--- config.mk ---
export PLATFORM = sky130hd
export DESIGN_NAME = updown_counter
export DESIGN_NICKNAME = d
export VERILOG_FILES = /design/src/rtl/updown_counter.sv
export SDC_FILE = /design/constraint.sdc
export NUM_CORES = 1
export LEC_CHECK = 0
export CAP_MARGIN = 20
export CELL_PAD_IN_SITES_DETAIL_PLACEMENT = 1
export CELL_PAD_IN_SITES_GLOBAL_PLACEMENT = 1
export CORE_ASPECT_RATIO = 2
export CORE_MARGIN = 2
export CORE_UTILIZATION = 36
export DETAILED_ROUTE_END_ITERATION = 8
export PLACE_DENSITY = 0.79
export SYNTH_ARGS = -nofsm -noshare
export SYNTH_HDL_FRONTEND = slang
export SYNTH_SLANG_ARGS = --single-unit
--- constraint.sdc ---
create_clock -name i_clk -period 3.8 [get_ports i_clk]
set_input_delay 0.76 -clock i_clk [delete_from_list [all_inputs] [get_ports i_clk]]
set_output_delay 0.76 -clock i_clk [all_outputs]
set_load 0.02 [all_outputs]
--- src/rtl/updown_counter.sv ---
// updown_counter: bidirectional counter with programmable limit/step, load, loop or one-shot halt
module updown_counter #(
    parameter int   WIDTH        = 8,
    parameter int   RST_MAX      = 255,
    parameter logic LOOP         = 1'b1,
    parameter logic RST_DIR_DOWN = 1'b0
) (
    input  logic             i_clk,
    input  logic             i_rst,
    input  logic             i_en,
    input  logic             i_dir,
    input  logic [WIDTH-1:0] i_step,
    input  logic [WIDTH-1:0] i_max,
    input  logic             i_load,
    input  logic [WIDTH-1:0] i_load_val,
    output logic [WIDTH-1:0] o_cnt_val,
    output logic             o_cnt_done,
    output logic             o_busy,
    output logic             o_at_max,
    output logic             o_at_zero
);
    typedef enum logic {RUN, HALT} state_t;
    localparam logic [WIDTH-1:0] RST_VAL = RST_DIR_DOWN ? WIDTH'(RST_MAX) : '0;
    state_t           state, state_n;
    logic [WIDTH-1:0] cnt_n;
    logic             done_n;
    logic [WIDTH:0]   sum;
    assign sum       = {1'b0, o_cnt_val} + {1'b0, i_step};
    assign o_busy    = state == RUN;
    assign o_at_max  = o_cnt_val == i_max;
    assign o_at_zero = o_cnt_val == '0;
    // next state: load beats enable; range correction before stepping; overshoot is the terminal event
    always_comb begin
        state_n = state;
        cnt_n   = o_cnt_val;
        done_n  = 1'b0;
        if (i_load) begin
            cnt_n   = i_load_val > i_max ? i_max : i_load_val;
            state_n = RUN;
        end else if (i_en && state == RUN) begin
            if (o_cnt_val > i_max) cnt_n = i_max;
            else if (!i_dir) begin
                if (sum <= {1'b0, i_max}) cnt_n = sum[WIDTH-1:0];
                else begin
                    done_n  = 1'b1;
                    cnt_n   = LOOP ? '0 : i_max;
                    state_n = LOOP ? RUN : HALT;
                end
            end else begin
                if (o_cnt_val >= i_step) cnt_n = o_cnt_val - i_step;
                else begin
                    done_n  = 1'b1;
                    cnt_n   = LOOP ? i_max : '0;
                    state_n = LOOP ? RUN : HALT;
                end
            end
        end
    end
    // registers with synchronous reset overriding everything
    always_ff @(posedge i_clk) begin
        if (i_rst) begin
            state      <= RUN;
            o_cnt_val  <= RST_VAL;
            o_cnt_done <= 1'b0;
        end else begin
            state      <= state_n;
            o_cnt_val  <= cnt_n;
            o_cnt_done <= done_n;
        end
    end
endmodule

## After elaboration in Yosys (flattened, before gate mapping)

Index checks and enable logic that the tools add are counted.

| word-level totals | value |
|---|---|
| register bits after elaboration | 10 |
| input port bits | 29 |
| output and inout port bits | 12 |
| word-level logic and storage cells | 34 |

| operators by class | value |
|---|---|
| add/subtract/negate cells | 2 |
| magnitude comparators | 4 |
| eq/ne operators | 3 |
| mux-type cells | 13 |
| bitwise logic cells | 3 |
| reductions and logical operators | 6 |

Operator list:

| kind | number |
|---|---|
| two-way mux 8 bit | 7 |
| > comparator 8 bit | 2 |
| adder 8 x 8 -> 9 bit | 1 |
| less-or-equal comparator 9 x 8 -> 1 bit | 1 |
| equality test 8 bit | 1 |
| greater-or-equal comparator 8 bit | 1 |
| zero test 8 bit | 1 |
| subtractor 8 bit | 1 |
| two-way mux 1 bit | 6 |
| inequality test 2 bit (second input constant) | 2 |
| AND reduction 4 bit | 1 |
| OR reduction 4 bit | 1 |
| inverter 1 bit | 3 |
| nonzero test 2 bit | 1 |
| OR reduction 2 bit | 1 |
| logical AND 1 bit | 1 |

## Longest topological paths before layout

| depth | value |
|---|---|
| depth in word-level cells | 7 |
| depth in mapped cells | 15 |

## Worst setup path before layout

Ideal clock, no wire load.

| timing | value |
|---|---|
| kind | input to register |
| start | in i_step[0] |
| end | reg o_cnt_val[4] |
| data arrival time | 3603 ps |
| data required time | 3721 ps |
| slack | 117 ps |
| cell stages on the path | 13 |
| path buffers | 0 |
| cell sequence | ha_1 -> fa_1 -> nor2b_2 -> o311ai_2 -> mux2_2 -> nor2_1 -> ha_1 -> a22oi_1 -> o211ai_1 -> o211ai_1 -> a21oi_1 -> or3_1 -> a211oi_2 |

| on the way | value |
|---|---|
| cells in the longest elaborated chain, start to end | 7 |

RTL lines:

| what | line | text |
|---|---|---|
| start: declaration | 12 | `input logic [WIDTH-1:0] i_step,` |
| adder 8 x 8 -> 9 bit | 28 | `assign sum = {1'b0, o_cnt_val} + {1'b0, i_step};` |
| less-or-equal comparator 9 x 8 -> 1 bit | 43 | `if (sum <= {1'b0, i_max}) cnt_n = sum[WIDTH-1:0];` |
| two-way mux 8 bit | 43 |  |
| two-way mux 8 bit (*) | 42 | `else if (!i_dir) begin` |
| two-way mux 8 bit (*) | 41 | `if (o_cnt_val > i_max) cnt_n = i_max;` |
| two-way mux 8 bit (*) | 40 | `end else if (i_en && state == RUN) begin` |
| two-way mux 8 bit (*) | 37 | `if (i_load) begin` |
| end signal: assignment | 67 | `o_cnt_val <= cnt_n;` |
| end: declaration | 16 | `output logic [WIDTH-1:0] o_cnt_val,` |

Every way passes the cells marked *; elsewhere a longest branch is shown, timed or not. The select of a mux whose other input is x is not followed.
A chain may end at the register's enable or synchronous reset.

## Final worst setup path

| timing | value |
|---|---|
| start | in i_step[0] |
| end | reg o_cnt_val[0] |

Same word-level chain as after synthesis.

==> flow_metrics.py <==
metrics = {
    "status": {
        "outcome": "completed",
    },
    "synth": {
        "synth_fp_nets": 355,
        "synth-simple-area-share": 0.235,
        "synthArstFlopShare": 0,
        "yosysMostFrequentCell": "ha_1",
        "syn_avg_cell_area_sq_um": 7.79,
        "synth_edf_count": 0,
        "ys_warn_count": 0,
        "ys_types": 66,
        "yosys.area.top_type": "ha_1",
        "synth.area.mux_share": 0.00962,
        "yosys.area.top_type_share": 0.226,
        "netlist_instances": 284,
        "yosysSeqAreaShare": 0.0814,
        "synth_seq_cells": 9,
        "synth_top_family_by_area": "compound AO/OA/AOI/OAI gates",
        "synth_area_sq_mm": 0.00221,
        "synth_compound_area_frac": 0.319,
        "synth_area_leaders": "ha_1 (23%), dfxtp_1 (8.1%), nor2_1 (4.1%), inv_1 (3.7%), a21oi_1 (3.4%)",
        "synth_flop_cell": "dfxtp_1",
        "synth_common_cells": "ha_1 (40), nor2_1 (24), inv_1 (22), a21oi_1 (15)",
        "synthXorXnorAreaFrac": 0.0317,
        "synthAdderAreaFrac": 0.244,
    },
    "drt": {
        "wirelength_microns": 9120,
        "routed_via_density": 6.36,
        "detail-route-antenna-nets": 0,
        "drcViolationCount": 0,
        "drt-initial-drc-count": 132,
        "vias": 2641,
        "dr.pass1.iters": 4,
        "drt-wirelength-per-cell_microns": 22.0,
    },
    "setup_path": {
        "r2r_cells": 14,
        "crit_end": "o_cnt_val[0]",
        "critical_path.slowest_cell": "or3_4",
        "critPathRequiredTime_ps": 3960,
        "critPathLaunch": "i_step[0]",
        "start_kind": "input pin",
        "critPathArrivalTime_ps": 3840,
        "reg2reg_to": "o_cnt_val[0]",
        "cp.depth": 15,
        "critical_path_buf_inv_count": 3,
        "worstSetupPathType": "in2reg",
        "crit_chain": "buf_6 -> ha_4 -> fa_2 -> nor2b_4 -> o31ai_2 -> buf_4 -> xnor2_1 -> ha_1 -> nand4_1 -> or3_4 -> o211ai_1 -> buf_4 -> a21oi_4 -> or3_4 -> a211oi_2",
        "path_delay_family": "simple AND/OR/NAND/NOR gates",
        "r2r-start": "o_cnt_val[0]",
        "cp-end-kind": "flop",
        "rrSetupSlack_ps": 350,
        "critical-path-max-stage-delay_ps": 430,
        "cp_max_fo": 3,
    },
    "placed_design": {
        "io_buffers": 39,
        "place_inst": 404,
        "hpwl_microns": 7220,
        "post_dp_cell_area_sq_mm": 0.00282,
        "gp_congestion": 0.948,
    },
    "floorplan": {
        "start_util": 0.371,
        "core_sq_mm": 0.00596,
        "num_rows": 40,
        "die-area_sq_mm": 0.00683,
        "die_w_microns": 59.4,
        "pin_count": 41,
        "die_h_microns": 115,
    },
    "clocking": {
        "clk_pin_slew_ps": 40,
        "htreeDepth": 1,
        "insertion_delay_ps": 240,
        "cts_buffers": 3,
        "clockBufferDepth": 2,
        "cts_sinks": 9,
        "cts_root_buf": "clkbuf_16",
        "postCtsHoldBufs": 0,
        "cts_tree": "built",
    },
    "final_layout": {
        "diodes": 0,
        "layout-area-overhead-vs-synth_pct": 40.7,
        "drive_gt1_frac": 0.230,
        "final_cells": 415,
        "final_nets": 424,
        "final_util": 0.522,
        "fill_cells": 723,
        "postLayoutCellArea_sq_mm": 0.00311,
    },
    "sta": {
        "slew_headroom": 0.652,
        "worst_clock_skew_ps": 3.42,
        "period_needed_ps": 3670,
        "tns_ps": 0,
        "hold_viol_final": 0,
        "clock.fmax_mhz": 272,
        "drv_slew": 0,
        "tightest_slew_ps": 518,
        "hold_ws_ps": 705,
        "final-setup-viol-count": 0,
        "finalCritPeriodShare": 0.967,
    },
    "flow_run": {
        "cap_violations": 0,
    },
    "grt": {
        "grtUsageTotal": 0.284,
        "grt_start_max_net_pins": 13,
        "grt_antenna_before_repair": 0,
        "grt_pass1_wl_microns": 14600,
        "grt_pass1_vias": 2871,
        "grt_overflow": 0,
    },
    "min_path": {
        "min_from": "o_cnt_val[4]",
        "hold_path_class": "reg2reg",
    },
    "power_and_ir_drop": {
        "irDropWorstVdd_mv": 0.216,
        "leakage_nw": 1.37,
        "power_density_mw_per_mm2": 399,
    },
}
==> cell usage in the layout (no fill, tap or decap), types with 6 or more instances in the layout <==
cell type	synthesis	final
clkdlybuf4s50_1	0	32
buf_4	2	37
a21oi_1	15	14
xnor2_1	6	6
inv_1	22	21
nor3_1	11	11
nand3_1	7	6
nor2_1	24	23
ha_1	40	32
nand4_1	8	8
dfxtp_1	9	9
a21o_1	7	7
nand2_1	11	10
==> metrics by stage <==
| stage | worst slack (ps) | power (mW) |
|---|---|---|
| after global placement | -486 | 0.883 |
| after floorplan | 117 | 0.628 |
| after global routing | -31.1 | 1.32 |
| final | 125 | 1.24 |
| after CTS | 12.6 | 1.19 |
| after detailed placement | -638 | 0.908 |
==> how the worst min path moves through the flow <==
| stage | to | slack (ps) | cells past startpoint |
|---|---|---|---|
| 2_1_floorplan | o_cnt_val[5] | 650 | 2 |
| 3_3_place_gp | o_cnt_val[5] | 670 | 2 |
| 3_5_place_dp | o_cnt_val[5] | 690 | 2 |
| 4_1_cts | o_cnt_val[5] | 680 | 2 |
| 5_1_grt | o_cnt_val[4] | 710 | 2 |
| 6_report | o_cnt_val[4] | 700 | 2 |
==> power by group <==
group | internal, mW | switching (mW) | leakage [nW] | total [mW]
sequential | 0.110 | 0.0404 | 0.0750 | 0.150
combinational | 0.423 | 0.474 | 1.26 | 0.897
clock | 0.141 | 0.0538 | 0.0382 | 0.195
==> metal layers <==
metal	GRT usage	wire, microns	up-vias	part of all wire
met5	0	0	-	0
met4	0.224	881	0	0.097
met3	0.0259	299	54	0.033
met2	0.534	5060	101	0.55
met1	0.260	2880	1272	0.32
li1	-	-	1214	-
==> worst reg2reg max path, cell delays in order, from the launching register on <==
cell and delay (ps):
dfxtp_1 360, ha_4 190, fa_2 350, nor2b_4 150
o31ai_2 210, buf_4 160, xnor2_1 60, ha_1 350
nand4_1 180, or3_4 430, o211ai_1 140, buf_4 180
a21oi_4 60, or3_4 380, a211oi_2 170
==> layout make-up <==
| type | count | area, sq um | share of cell area |
|---|---|---|---|
| clock buffers | 4 | 78.8 | 0.0253 |
| inverters | 23 | 86.3 | 0.0277 |
| multi-input cells | 240 | 2020 | 0.650 |
| flip-flops and latches | 9 | 180 | 0.0579 |
| well taps | 63 | 78.8 | 0.0253 |
| repair buffers | 76 | 664 | 0.214 |
==> registers in the layout, summed over array words and instances (netlist names) <==
signal      count
o_cnt_val       8
o_cnt_done      1
==> logic make-up after synthesis <==
logic type,after synthesis
buffers and inverters,35
XOR/XNOR,8
AND/OR/NAND/NOR,97
AO/OA/AOI/OAI,90
flip-flops,9
other,1
adder cells (fa/ha/maj),42
multiplexers,2
==> repair_timing <==
item | CTS | global route
setup endpoints to repair | 9 | 8
buffers inserted | 5 | 2
resized for setup | 37 | 11
endpoints found under the hold margin | 0 | 0
pin swaps | 21 | 15
Note: power is estimated with default switching activity, not from simulation.
